**src/rtl/sasa_ctrl_pkg.sv**
```systemverilog
// Shared types and default sizing for the SASA attention control blocks.
package sasa_ctrl_pkg;

  localparam int SEG_NUM_D = 16;
  localparam int SEQ_LEN_D = 16;
  localparam int TIMEOUT_D = 64;
  localparam int TOTAL     = SEG_NUM_D * SEQ_LEN_D;

  typedef enum logic [2:0] {
    IDLE,
    MAX_RUN,
    MAX_WAIT,
    GAP,
    SUB_RUN,
    DONE,
    ERR
  } state_e;

endpackage

```
**src/rtl/mvu_seq_ctrl_if.sv**
```systemverilog
// Host/MVU handshake bundle between the sequencer and its surroundings.
interface mvu_seq_ctrl_if #(
  parameter int ADDR_W = 8,
  parameter int HEAD_W = 3
);
  logic              start;
  logic              abort;
  logic [HEAD_W-1:0] num_heads;
  logic              find_max;
  logic              find_sub;
  logic              max_done_i;
  logic              sub_done_i;
  logic              cam_rd_en;
  logic [ADDR_W-1:0] cam_rd_addr;
  logic [HEAD_W-1:0] head_idx;
  logic              sub_valid;
  logic              busy;
  logic              done;
  logic              err;

  modport master (
    input  start, abort, num_heads, max_done_i, sub_done_i,
    output find_max, find_sub, cam_rd_en, cam_rd_addr, head_idx,
           sub_valid, busy, done, err
  );

  modport slave (
    output start, abort, num_heads, max_done_i, sub_done_i,
    input  find_max, find_sub, cam_rd_en, cam_rd_addr, head_idx,
           sub_valid, busy, done, err
  );
endinterface

```
**src/rtl/mvu_watchdog.sv**
```systemverilog
// Wait-state watchdog: cleared on state entry, counts while enabled.
module mvu_watchdog #(
  parameter int TIMEOUT = 64
) (
  input  logic clk,
  input  logic reset,
  input  logic i_clr,
  input  logic i_en,
  output logic o_exp
);
  localparam int CW = $clog2(TIMEOUT + 1);

  logic [CW-1:0] r_cnt;

  always_ff @(posedge clk or negedge reset) begin
    if (!reset)     r_cnt <= '0;
    else if (i_clr) r_cnt <= '0;
    else if (i_en)  r_cnt <= r_cnt + CW'(1);
  end

  // Fires on the TIMEOUT-th enabled cycle since entry.
  assign o_exp = i_en && (r_cnt == CW'(TIMEOUT - 1));

endmodule

```
**src/rtl/mvu_seq_ctrl.sv**
```systemverilog
// CAM1 match-vector sequencer: per head a FindMax scan, one gap, a FindSub readout.
module mvu_seq_ctrl
  import sasa_ctrl_pkg::*;
#(
  parameter int SEG_NUM = SEG_NUM_D,
  parameter int SEQ_LEN = SEQ_LEN_D,
  parameter int ADDR_W  = 8,
  parameter int HEAD_W  = 3,
  parameter int TIMEOUT = TIMEOUT_D
) (
  input logic           clk,
  input logic           reset,
  mvu_seq_ctrl_if.master bus
);
  localparam int N_TOT = SEG_NUM * SEQ_LEN;

  state_e            r_state, w_nxt;
  logic [ADDR_W-1:0] r_addr;
  logic [HEAD_W-1:0] r_head, r_nh;
  logic              r_find_max, r_find_sub, r_cam_en, r_sub_valid;
  logic              r_busy, r_done, r_err;
  logic              w_acc, w_exp, w_wd_clr, w_wd_en;

  assign w_acc    = (r_state == IDLE) && bus.start && !bus.abort;
  assign w_wd_clr = (w_nxt != r_state);
  assign w_wd_en  = (r_state == MAX_WAIT) || (r_state == SUB_RUN);

  mvu_watchdog #(.TIMEOUT(TIMEOUT)) u_wd (
    .clk   (clk),
    .reset (reset),
    .i_clr (w_wd_clr),
    .i_en  (w_wd_en),
    .o_exp (w_exp)
  );

  always_comb begin
    w_nxt = r_state;
    case (r_state)
      IDLE:     if (w_acc) w_nxt = MAX_RUN;
      // An early FindMax done means the MVU and sequencer disagree on scan length.
      MAX_RUN:  if (bus.max_done_i)                    w_nxt = ERR;
                else if (r_addr == ADDR_W'(N_TOT - 1)) w_nxt = MAX_WAIT;
      MAX_WAIT: if (bus.max_done_i) w_nxt = GAP;
                else if (w_exp)     w_nxt = ERR;
      GAP:      w_nxt = SUB_RUN;
      SUB_RUN:  if (bus.sub_done_i)
                  w_nxt = (r_head == r_nh - HEAD_W'(1)) ? DONE : MAX_RUN;
                else if (w_exp) w_nxt = ERR;
      DONE:     w_nxt = IDLE;
      ERR:      w_nxt = ERR;
      default:  w_nxt = IDLE;
    endcase
    if (bus.abort && (r_state != IDLE)) w_nxt = IDLE;
  end

  always_ff @(posedge clk or negedge reset) begin
    if (!reset) begin
      r_state     <= IDLE;
      r_addr      <= '0;
      r_head      <= '0;
      r_nh        <= '0;
      r_find_max  <= 1'b0;
      r_find_sub  <= 1'b0;
      r_cam_en    <= 1'b0;
      r_sub_valid <= 1'b0;
      r_busy      <= 1'b0;
      r_done      <= 1'b0;
      r_err       <= 1'b0;
    end else begin
      r_state     <= w_nxt;
      // FindMax stays up through MAX_WAIT: dropping it clears the MVU counters.
      r_find_max  <= (w_nxt == MAX_RUN) || (w_nxt == MAX_WAIT);
      r_cam_en    <= (w_nxt == MAX_RUN);
      r_find_sub  <= (w_nxt == SUB_RUN);
      r_sub_valid <= r_find_sub;
      r_busy      <= (w_nxt != IDLE);
      r_done      <= (w_nxt == DONE);
      r_err       <= (w_nxt == ERR) || (r_err && !w_acc && !bus.abort);
      if (w_acc) begin
        r_nh   <= (bus.num_heads == '0) ? HEAD_W'(1) : bus.num_heads;
        r_head <= '0;
        r_addr <= '0;
      end else begin
        if ((r_state == MAX_RUN) && (w_nxt == MAX_RUN)) r_addr <= r_addr + ADDR_W'(1);
        else if (w_nxt == GAP)                          r_addr <= '0;
        if ((r_state == SUB_RUN) && (w_nxt == MAX_RUN)) r_head <= r_head + HEAD_W'(1);
      end
    end
  end

  assign bus.find_max    = r_find_max;
  assign bus.find_sub    = r_find_sub;
  assign bus.cam_rd_en   = r_cam_en;
  assign bus.cam_rd_addr = r_addr;
  assign bus.head_idx    = r_head;
  assign bus.sub_valid   = r_sub_valid;
  assign bus.busy        = r_busy;
  assign bus.done        = r_done;
  assign bus.err         = r_err;

endmodule
```
**src/flat_wrapper.sv**
```systemverilog
// flat-port wrapper written by rule: the top's interface ports become plain ports
module mvu_seq_ctrl_flat import sasa_ctrl_pkg::*;
#(
  parameter int SEG_NUM = SEG_NUM_D,
  parameter int SEQ_LEN = SEQ_LEN_D,
  parameter int ADDR_W  = 8,
  parameter int HEAD_W  = 3,
  parameter int TIMEOUT = TIMEOUT_D
)
  (clk, reset, bus_start, bus_abort, bus_num_heads, bus_max_done_i, bus_sub_done_i, bus_find_max, bus_find_sub, bus_cam_rd_en, bus_cam_rd_addr, bus_head_idx, bus_sub_valid, bus_busy, bus_done, bus_err);
  mvu_seq_ctrl_if #(.ADDR_W(ADDR_W), .HEAD_W(HEAD_W)) bus_i ();
  input logic clk;
  input logic reset;
  input wire logic [$bits(bus_i.start)-1:0] bus_start;
  input wire logic [$bits(bus_i.abort)-1:0] bus_abort;
  input wire logic [$bits(bus_i.num_heads)-1:0] bus_num_heads;
  input wire logic [$bits(bus_i.max_done_i)-1:0] bus_max_done_i;
  input wire logic [$bits(bus_i.sub_done_i)-1:0] bus_sub_done_i;
  output wire logic [$bits(bus_i.find_max)-1:0] bus_find_max;
  output wire logic [$bits(bus_i.find_sub)-1:0] bus_find_sub;
  output wire logic [$bits(bus_i.cam_rd_en)-1:0] bus_cam_rd_en;
  output wire logic [$bits(bus_i.cam_rd_addr)-1:0] bus_cam_rd_addr;
  output wire logic [$bits(bus_i.head_idx)-1:0] bus_head_idx;
  output wire logic [$bits(bus_i.sub_valid)-1:0] bus_sub_valid;
  output wire logic [$bits(bus_i.busy)-1:0] bus_busy;
  output wire logic [$bits(bus_i.done)-1:0] bus_done;
  output wire logic [$bits(bus_i.err)-1:0] bus_err;
  assign bus_i.start = bus_start;
  assign bus_i.abort = bus_abort;
  assign bus_i.num_heads = bus_num_heads;
  assign bus_i.max_done_i = bus_max_done_i;
  assign bus_i.sub_done_i = bus_sub_done_i;
  assign bus_find_max = bus_i.find_max;
  assign bus_find_sub = bus_i.find_sub;
  assign bus_cam_rd_en = bus_i.cam_rd_en;
  assign bus_cam_rd_addr = bus_i.cam_rd_addr;
  assign bus_head_idx = bus_i.head_idx;
  assign bus_sub_valid = bus_i.sub_valid;
  assign bus_busy = bus_i.busy;
  assign bus_done = bus_i.done;
  assign bus_err = bus_i.err;
  mvu_seq_ctrl #(.SEG_NUM(SEG_NUM), .SEQ_LEN(SEQ_LEN), .ADDR_W(ADDR_W), .HEAD_W(HEAD_W), .TIMEOUT(TIMEOUT)) u_core (.clk(clk), .reset(reset), .bus(bus_i));
endmodule
```
**config.mk**
```make
export PLATFORM = sky130hd
export DESIGN_NAME = mvu_seq_ctrl_flat
export DESIGN_NICKNAME = d
export VERILOG_FILES = /design/src/rtl/sasa_ctrl_pkg.sv /design/src/rtl/mvu_seq_ctrl_if.sv /design/src/rtl/mvu_watchdog.sv /design/src/rtl/mvu_seq_ctrl.sv /design/src/flat_wrapper.sv
export SDC_FILE = /design/constraint.sdc
export NUM_CORES = 1
export LEC_CHECK = 0
export BUFFER_PORTS_ARGS = -buffer_cell sky130_fd_sc_hd__buf_2
export CAP_MARGIN = 40
export CORE_ASPECT_RATIO = 2
export CORE_MARGIN = 5
export CORE_UTILIZATION = 45
export DETAILED_ROUTE_END_ITERATION = 10
export MAX_ROUTING_LAYER = met4
export PLACE_DENSITY_LB_ADDON = 0.12
export SYNTH_ARGS = -nofsm -noshare
export SYNTH_HDL_FRONTEND = slang
export SYNTH_HIERARCHICAL = 1
export SYNTH_SLANG_ARGS = --single-unit
```
**constraint.sdc**
```tcl
create_clock -name clk -period 6 [get_ports clk]
set_input_delay 0.9 -clock clk [delete_from_list [all_inputs] [get_ports clk]]
set_output_delay 0.9 -clock clk [all_outputs]
set_load 0.05 [all_outputs]
```
==> qor.txt, run 1 <==
status - finished, final reports clean
Post-Layout Cell Count - 253
Psw - 0.343 mW
GR Util met3 - 0.0341
Worst-Margin Slew - 0.704 ns
Clock Skew - 0.00624 ns
Synth Net Count - 189
Final Critical Period - 3.10 ns
Avg Cell Area, Syn - 9.52 sq um
sequential element share of the synthesized area - 0.463
root buffer cell - clkbuf_8
yosys warns - 6
critical path class - flop to flop
post-route cell area - 0.00195 sq mm
Sequential Power Share - 0.351
Tcrit/Tclk final - 0.517
fin worst setup slack - 2.90 ns
post-route ant nets - 0
R2R Setup Slk - 2.90 ns
antenna cells - 0
Final Max Slew Viols - 0
RD Place Congestion - 0.802
Hold Crit Depth - 0
TNS Setup - 0 ns
post-DP HPWL - 2.84 mm
core footprint - 0.00361 sq mm
P_int - 0.494 mW
CTS H-tree lvls - 2
highest clock rate - 0.322 GHz
Setup-failing EPs final - 0
PortBufs - 26
WL per Instance - 14.7 um
Final Hold Vio Count - 0
CP startpoint kind - flop
Vias - 1371
largest net degree at the start of global routing - 32
Num Clock Sinks - 31
total power - 0.837 mW
GR peak layer - met2
VDD IR-drop max - 0.000227 V
worst skew pair latency - 0.28 ns
crit end category - flop
Clock Path Buffers - 2
initial drt markers - 38
clk slew on worst S/H paths - 0.07 ns
postcts setup bufs - 0
GR Overflow Total - 0
Worst Path Arrival - 3.27 ns
top post-synthesis cells by area - dfrtp_1, o21ai_0, nand2_1
unrepaired setup endpoints after global routing - false
length of the first detailed-routing pass in iterations - 4
final core utilization - 0.541
placed cell count - 245
hold-fix buffers at CTS - 0
TritonCTS buffer count - 5
All-Layer GR Usage - 0.172
Die Y - 96.3 um
R2R depth - 10
Routed WL - 3.72 mm
count leader, synth - dfrtp_1
initial antenna violation count - 0
boundary pin count - 27
post-CTS sizing - 0
CP max FO - 12
area leader, netlist - dfrtp_1
CTS tree - yes
Area Growth Syn to Fin - 16.4%
GRT met1 Usage - 0.167
DP Area - 0.00183 sq mm
Die Span X - 53.1 um
asr flop ratio synth - 1.00
pwr dens - 429 mW/mm^2
Static Leakage - 0.955 nW
vias per cell - 5.42
Sw Ratio - 0.410
Post-Syn Instances - 176
pre-CTS setup slack - 2.90 ns
ys flop type - dfrtp_1
vias in the first global route - 1381
Yosys top cell area share - 0.463
final net count - 216
die area - 0.00512 sq mm
Rows - 31
Slew Limit Headroom - 0.531
Synth cell types - 44
synth cell count leaders - dfrtp_1, nand2_1, nor2_1
Hold Slack - 0.374 ns
CP required - 6.17 ns
Remaining DRCs - 0
Gate power share - 0.401
first-pass GRT wire length - 6.16 mm
Initial Util - 0.464
Yosys reg bits - 31
Global Route met2 Usage - 0.304
Clock power frac - 0.248
Max Cap Violations - 0
ratio of cells with drive above 1 in the final layout - 0.191
Filler cells - 349
mapped cell area - 0.00168 sq mm
number of synthesized flops with an enable pin - 0
Hold Path Class - flop to flop
-- path summary, 6_finish.rpt --
path / start / to
worst max-delay path: u_core/r_state[1] / u_core/bus.head_idx[1]
worst min-delay path: u_core/bus.find_sub / u_core/bus.sub_valid
worst max register to register: u_core/r_state[1] / u_core/bus.head_idx[1]
worst min register to register: u_core/bus.find_sub / u_core/bus.sub_valid
max in group asynchronous: reset / u_core/r_nh[2]
min in group asynchronous: reset / u_core/r_state[1]
-- cells by family after synthesis --
| kind of cell | after synthesis | synth area share |
|---|---|---|
| simple gates | 68 | 0.202 |
| compound gates | 41 | 0.164 |
| flops | 31 | 0.463 |
| buf+inv | 16 | 0.0426 |
| xor+xnor | 10 | 0.0612 |
| mux | 6 | 0.0373 |
| fa+ha+maj | 4 | 0.0299 |
-- flip-flops by register name (all words and copies together), names as in the netlist --
register	count
u_core/bus.find_max	1
u_core/bus.find_sub	1
u_core/bus.err	1
u_core/u_wd/r_cnt	7
u_core/bus.done	1
u_core/bus.sub_valid	1
u_core/bus.busy	1
u_core/bus.cam_rd_addr	8
u_core/bus.head_idx	3
u_core/bus.cam_rd_en	1
u_core/r_state	3
u_core/r_nh	3
-- power by group through the flow --
stage | Sequential (mW) | Combinational [mW] | Clock (mW)
after floorplan | 0.359 | 0.207 | 0
after global placement | 0.296 | 0.332 | 0
after detailed placement | 0.297 | 0.339 | 0
after CTS | 0.294 | 0.340 | 0.215
after global routing | 0.302 | 0.364 | 0.226
final | 0.294 | 0.335 | 0.207
-- layout make-up --
class                      count  area [sq um]  area share
tap                           49          61.3      0.0314
multi-input combinational    129           828       0.425
sequential                    31           776       0.398
timing repair buffer          26           130      0.0667
clock inverter                 2          35.0      0.0180
inverter                      10          37.5      0.0192
clock buffer                   6          82.6      0.0423
-- cells in the final DEF, fill, tap and decap left out, drive strengths merged, types with 3 or more instances in the layout --
cell type	instances
a211oi	3
a21oi	5
and2	4
and3	4
buf	26
clkbuf	6
dfrtp	31
ha	4
inv	10
mux2i	4
nand2	17
nand3	8
nor2	17
nor3	5
o21ai	17
or3	3
xnor2	6
xor2	3
-- layer usage --
metal | up-vias | part of all wire
met5 | - | 0
met3 | 11 | 0.034
li1 | 672 | -
met1 | 658 | 0.38
met2 | 30 | 0.55
met4 | 0 | 0.030
-- worst max-delay path, cell delays in order (launching register included) --
cell and delay [ns]:
dfrtp_1 0.51, xnor2_1 0.19, nor2_1 0.44, nand3_1 0.16, or3_1 0.39, inv_1 0.11, nand3b_1 0.08, a221oi_1 0.41
nand2_1 0.27, and3_1 0.24, a31o_1 0.18
Power figures use the tool's default switching activity.
==> run 2, diff against run 1 <==
==> constraint.sdc (replaced) <==
create_clock -name clk -period 2.85 [get_ports clk]
set_input_delay 0.4275 -clock clk [delete_from_list [all_inputs] [get_ports clk]]
set_output_delay 0.4275 -clock clk [all_outputs]
set_load 0.05 [all_outputs]
==> run 2 against run 1 <==
Net effect:
- fmax up 22%
- non-clock buffer count increased by 3
- core utilization increased by 0.069 points
- register-to-register slack got worse by 2.6 ns
- largest cell class unchanged
==> qor.txt, run 2 (synthesis results as in run 1) <==
status - finished, final reports clean (unchanged)
CP required - 3.04 ns (was 6.17 ns)
post-route cell area - 0.00195 sq mm (about the same)
R2R Setup Slk - 0.31 ns (was 2.90 ns)
reg2reg end - u_core/u_wd/r_cnt[5] (was u_core/bus.head_idx[1])
final net count - 219 (was 216)
VDD IR-drop max - 0.000510 V (was 0.000227 V)
core footprint - 0.00361 sq mm (unchanged)
Gate power share - 0.449 (was 0.401)
R2R depth - 11 (was 10)
initial drt markers - 19 (was 38)
WL per Instance - 14.7 um (about the same)
commonest non-fill, non-tap cells in the layout - dfrtp_1, buf_2, nor2_1 (was dfrtp_1, buf_2, nor2_1, nand2_1, o21ai_0)
ratio of cells with drive above 1 in the final layout - 0.217 (was 0.191)
DP Area - 0.00186 sq mm (was 0.00183 sq mm)
antenna cells - 0 (unchanged)
Die Span X - 53.1 um (unchanged)
Clock Skew - 0.00403 ns (was 0.00624 ns)
boundary pin count - 27 (unchanged)
Vias - 1394 (was 1371)
Sequential Power Share - 0.361 (was 0.351)
die area - 0.00512 sq mm (unchanged)
P_int - 0.948 mW (was 0.494 mW)
post-DP HPWL - 2.86 mm (was 2.84 mm)
Slew Limit Headroom - 0.538 (was 0.531)
Sw Ratio - 0.438 (was 0.410)
vias per cell - 5.45 (was 5.42)
first-pass GRT wire length - 6.40 mm (was 6.16 mm)
Final Max Slew Viols - 0 (unchanged)
unrepaired setup endpoints after global routing - false (unchanged)
All-Layer GR Usage - 0.170 (was 0.172)
Worst Setup EP - u_core/u_wd/r_cnt[5] (was u_core/bus.head_idx[1])
highest clock rate - 0.393 GHz (was 0.322 GHz)
Crit Reg-Reg Startpoint - u_core/r_state[2] (was u_core/r_state[1])
Final Hold Vio Count - 0 (unchanged)
initial antenna violation count - 0 (unchanged)
Final Critical Period - 2.54 ns (was 3.10 ns)
Remaining DRCs - 0 (unchanged)
CTS H-tree lvls - 2 (unchanged)
max FFs per register - 8 (unchanged)
largest net degree at the start of global routing - 32 (unchanged)
Static Leakage - 0.959 nW (was 0.955 nW)
clk slew on worst S/H paths - 0.06 ns (was 0.07 ns)
Worst Path Arrival - 2.73 ns (was 3.27 ns)
Psw - 0.738 mW (was 0.343 mW)
Worst-Margin Slew - 0.692 ns (was 0.704 ns)
Rows - 31 (unchanged)
most common cell after layout, fill and taps aside - dfrtp_1 (unchanged)
worst skew pair latency - 0.27 ns (was 0.28 ns)
CTS tree - yes (unchanged)
vias in the first global route - 1482 (was 1381)
Max Cap Violations - 0 (unchanged)
PortBufs - 26 (unchanged)
crit end category - flop (unchanged)
Hold Slack - 0.198 ns (was 0.374 ns)
post-route ant nets - 0 (unchanged)
Tcrit/Tclk final - 0.892 (was 0.517)
CP startpoint kind - flop (unchanged)
Clock Path Buffers - 2 (unchanged)
CP max FO - 12 (unchanged)
TritonCTS buffer count - 5 (unchanged)
critical path class - flop to flop (unchanged)
length of the first detailed-routing pass in iterations - 5 (was 4)
Hold Path Class - primary input to asynchronous set/reset pin (was flop to flop)
Num Clock Sinks - 31 (unchanged)
Die Y - 96.3 um (unchanged)
RD Place Congestion - 0.926 (was 0.802)
pwr dens - 863 mW/mm^2 (was 429 mW/mm^2)
Setup crit start - u_core/r_state[2] (was u_core/r_state[1])
Setup-failing EPs final - 0 (unchanged)
Area Growth Syn to Fin - 16.6% (was 16.4%)
Clock power frac - 0.190 (was 0.248)
Routed WL - 3.75 mm (was 3.72 mm)
Initial Util - 0.464 (unchanged)
GR Overflow Total - 0 (unchanged)
TNS Setup - 0 ns (unchanged)
root buffer cell - clkbuf_8 (unchanged)
## run 2: cell count changes in the layout (fill, tap and decap cells not counted)
cell,before,now
buf_4,0,3
clkinv_2,1,3
a221oi_1,1,0
a221oi_2,0,1
bufinv_16,1,0
clkbuf_8,6,5
nand2_1,17,16
nand2_2,0,1
nand3_1,8,7
nand3_2,0,1
## run 2: metrics by stage
step,utilization,setup slack (ns),cells,total power [mW]
2_1_floorplan,-,0.326,176,1.19
3_3_place_gp,0.514,0.314,248,1.35
3_5_place_dp,0.514,0.202,248,1.36
4_1_cts,0.538,0.185,256,1.69
5_1_grt,0.541,0.0778,256,1.80
6_report,0.541,0.309,256,1.69
## run 2: cell type report
type | instances | area [sq um]
repair buffers | 29 | 153
well taps | 49 | 61.3
flip-flops and latches | 31 | 776
clock buffers | 5 | 68.8
fillers | 336 | 1650
clock inverters | 3 | 15.0
multi-input cells | 129 | 842
inverters | 10 | 37.5
## run 2: repair_timing
| action | CTS | global route |
|---|---|---|
| resized for setup | 0 | 3 |
| endpoints found under the setup margin | 0 | 10 |
| hold buffers | 0 | 0 |
| setup buffers | 0 | 0 |
## run 2: power groups by stage
stage                     registers, mW  logic (mW)  clock network (mW)
after floorplan                   0.755       0.437                   0
after global placement            0.612       0.733                   0
after detailed placement          0.617       0.745                   0
after CTS                         0.608       0.747               0.333
after global routing              0.623       0.824               0.354
final                             0.609       0.757               0.320
## run 2: how the worst min path moves through the flow
stage                           endpoint  slack, ns  cells past startpoint
2_1_floorplan            u_core/bus.busy       0.13                      0
3_3_place_gp        u_core/bus.sub_valid       0.36                      0
3_5_place_dp        u_core/bus.sub_valid       0.37                      0
4_1_cts        u_core/bus.cam_rd_addr[3]       0.23                      1
5_1_grt        u_core/bus.cam_rd_addr[3]       0.25                      1
6_report               u_core/r_state[2]       0.20                      1
## run 2: layer usage
layer,GRT usage,part of all wire,vias up
li1,-,-,689
met1,0.172,0.37,669
met2,0.309,0.58,30
met3,0.0357,0.036,6
met4,0.0661,0.014,0
met5,-,0,-
## run 2: critical path, cell delays in order (launching register included)
cell and delay, ns:
dfrtp_1 0.49, xnor2_1 0.17, nor2_1 0.14, nand3_1 0.10, or3_1 0.38, inv_1 0.12
nand3b_1 0.10, a221oi_2 0.37, nand3_1 0.11, o21ai_0 0.12, nand3_2 0.19, a21oi_1 0.17
==> run 3, diff against run 2 <==
--- a/config.mk
+++ b/config.mk
@@ -8,11 +8,10 @@
 export BUFFER_PORTS_ARGS = -buffer_cell sky130_fd_sc_hd__buf_2
 export CAP_MARGIN = 40
 export CORE_ASPECT_RATIO = 2
-export CORE_MARGIN = 5
 export CORE_UTILIZATION = 45
 export DETAILED_ROUTE_END_ITERATION = 10
 export MAX_ROUTING_LAYER = met4
-export PLACE_DENSITY_LB_ADDON = 0.12
+export PLACE_DENSITY = 0.68
 export SYNTH_ARGS = -nofsm -noshare
 export SYNTH_HDL_FRONTEND = slang
 export SYNTH_HIERARCHICAL = 1
==> run 3 against run 2 <==
Net effect:
- fmax down 2.6%
- flip-flop and latch count unchanged
- register-to-register slack worse by 0.07 ns
- first-iteration DRC count up 58%
- core utilization up 0.66 points
- highest routed layer unchanged
==> qor.txt, run 3 (synthesis results as in run 1) <==
pwr dens - 862 mW/mm^2 (was 863 mW/mm^2)
crit end category - flop (unchanged)
most common cell after layout, fill and taps aside - dfrtp_1 (unchanged)
All-Layer GR Usage - 0.216 (was 0.170)
core footprint - 0.00357 sq mm (was 0.00361 sq mm)
Worst-Margin Slew - 0.693 ns (was 0.692 ns)
post-route ant nets - 0 (unchanged)
Global Route met2 Usage - 0.385 (was 0.309)
CP startpoint kind - flop (unchanged)
Rows - 31 (unchanged)
Post-Layout Cell Count - 257 (was 256)
boundary pin count - 27 (unchanged)
Max Cap Violations - 0 (unchanged)
reg2reg end - u_core/bus.head_idx[1] (was u_core/u_wd/r_cnt[5])
initial drt markers - 30 (was 19)
die area - 0.00399 sq mm (was 0.00512 sq mm)
GRT met1 Usage - 0.214 (was 0.172)
status - finished, final reports clean (unchanged)
Crit Reg-Reg Startpoint - u_core/r_state[2] (unchanged)
Num Clock Sinks - 31 (unchanged)
TNS Setup - 0 ns (unchanged)
initial antenna violation count - 0 (unchanged)
Vias - 1385 (was 1394)
Area Growth Syn to Fin - 16.7% (was 16.6%)
Max stage delay on crit path - 0.49 ns (about the same)
Hold Path Class - primary input to asynchronous set/reset pin (unchanged)
Worst Path Arrival - 2.78 ns (was 2.73 ns)
antenna cells - 0 (unchanged)
Clock Path Buffers - 2 (unchanged)
ratio of cells with drive above 1 in the final layout - 0.207 (was 0.217)
final net count - 220 (was 219)
Worst path slowest cell - dfrtp_1 (unchanged)
critical path class - flop to flop (unchanged)
R2R depth - 10 (was 11)
Static Leakage - 0.959 nW (about the same)
Setup-failing EPs final - 0 (unchanged)
length of the first detailed-routing pass in iterations - 4 (was 5)
CP required - 3.02 ns (was 3.04 ns)
CTS tree - yes (unchanged)
total power - 1.69 mW (about the same)
VDD IR-drop max - 0.000500 V (was 0.000510 V)
first-pass GRT wire length - 6.07 mm (was 6.40 mm)
worst skew pair latency - 0.28 ns (was 0.27 ns)
Initial Util - 0.469 (was 0.464)
Final Max Slew Viols - 0 (unchanged)
max FFs per register - 8 (unchanged)
Routed WL - 3.63 mm (was 3.75 mm)
Clock Skew - 0.00833 ns (was 0.00403 ns)
root buffer cell - clkbuf_8 (unchanged)
TritonCTS buffer count - 5 (unchanged)
Remaining DRCs - 0 (unchanged)
RD Place Congestion - 0.818 (was 0.926)
CTS H-tree lvls - 2 (unchanged)
R2R Setup Slk - 0.24 ns (was 0.31 ns)
vias per cell - 5.39 (was 5.45)
fin worst setup slack - 0.242 ns (was 0.309 ns)
Die Span X - 45.1 um (was 53.1 um)
pre-CTS setup slack - 0.179 ns (was 0.202 ns)
Die Y - 88.3 um (was 96.3 um)
post-DP HPWL - 2.71 mm (was 2.86 mm)
postcts setup bufs - 0 (unchanged)
vias in the first global route - 1384 (was 1482)
WL per Instance - 14.1 um (was 14.7 um)
critical-path cell list - xnor2_1 -> nor2_1 -> nand3_1 -> or3_1 -> inv_1 -> nand3b_1 -> a221oi_2 -> nand2_1 -> and3_1 -> a31o_1 (was xnor2_1 -> nor2_1 -> nand3_1 -> or3_1 -> inv_1 -> nand3b_1 -> a221oi_2 -> nand3_1 -> o21ai_0 -> nand3_2 -> a21oi_1)
Final Hold Vio Count - 0 (unchanged)
CP max FO - 12 (unchanged)
largest net degree at the start of global routing - 32 (unchanged)
commonest non-fill, non-tap cells in the layout - dfrtp_1, buf_2, nor2_1, nand2_1, o21ai_0 (was dfrtp_1, buf_2, nor2_1)
unrepaired setup endpoints after global routing - false (unchanged)
Tcrit/Tclk final - 0.915 (was 0.892)
clk slew on worst S/H paths - 0.06 ns (about the same)
GR peak layer - met2 (unchanged)
GR Overflow Total - 0 (unchanged)
GR Util met3 - 0.0388 (was 0.0357)
Final Critical Period - 2.61 ns (was 2.54 ns)
Slew Limit Headroom - 0.538 (about the same)
placed cell count - 249 (was 248)
highest clock rate - 0.383 GHz (was 0.393 GHz)
PortBufs - 26 (unchanged)
## run 3: layout make-up
class	instances	area (sq um)
clock buffer	7	76.3
clock inverter	1	5.00
fill	373	1610
inverter	10	37.5
multi-input combinational	129	840
sequential	31	776
tap	49	61.3
timing repair buffer	30	160
## run 3: worst max-delay path by stage
stage,from,to,cells after the start
2_1_floorplan,u_core/r_state[1],u_core/bus.head_idx[1],12
3_3_place_gp,u_core/r_state[2],u_core/bus.head_idx[1],10
3_5_place_dp,u_core/r_state[2],u_core/bus.head_idx[1],10
4_1_cts,u_core/r_state[2],u_core/bus.head_idx[1],10
5_1_grt,u_core/r_state[2],u_core/u_wd/r_cnt[5],11
6_report,u_core/r_state[2],u_core/bus.head_idx[1],10
## run 3: report_power, final
part / switching [mW] / internal [mW]
Sequential: 0.0680 / 0.528
Clock: 0.152 / 0.171
Combinational: 0.508 / 0.259
## run 3: per-layer routing
layer / vias to the layer above / share of wire
met3: 7 / 0.029
met2: 22 / 0.57
li1: 686 / -
met1: 670 / 0.37
met4: 0 / 0.024
met5: - / 0
## run 3: what timing repair did
action,4_1_cts,5_1_grt
resized for setup,0,2
setup endpoints to repair,0,8
hold buffers,0,0
## run 3: per-stage QoR
stage | hold slack, ns | utilization | area (sq um)
2_1_floorplan | 0.132 | - | 1680
3_3_place_gp | 0.351 | 0.522 | 1860
3_5_place_dp | 0.381 | 0.522 | 1860
4_1_cts | 0.211 | 0.545 | 1940
5_1_grt | 0.246 | 0.548 | 1960
6_report | 0.186 | 0.548 | 1960
## run 3: worst max-delay path: cells and delay by family (launching register included)
| family | cells | cell delay (ns) |
|---|---|---|
| and+or+nand+nor | 6 | 1.19 |
| buffers and inverters | 1 | 0.10 |
| AOI/OAI and AO/OA | 2 | 0.54 |
| xor gates and xnor gates | 1 | 0.17 |
| DFF | 1 | 0.49 |
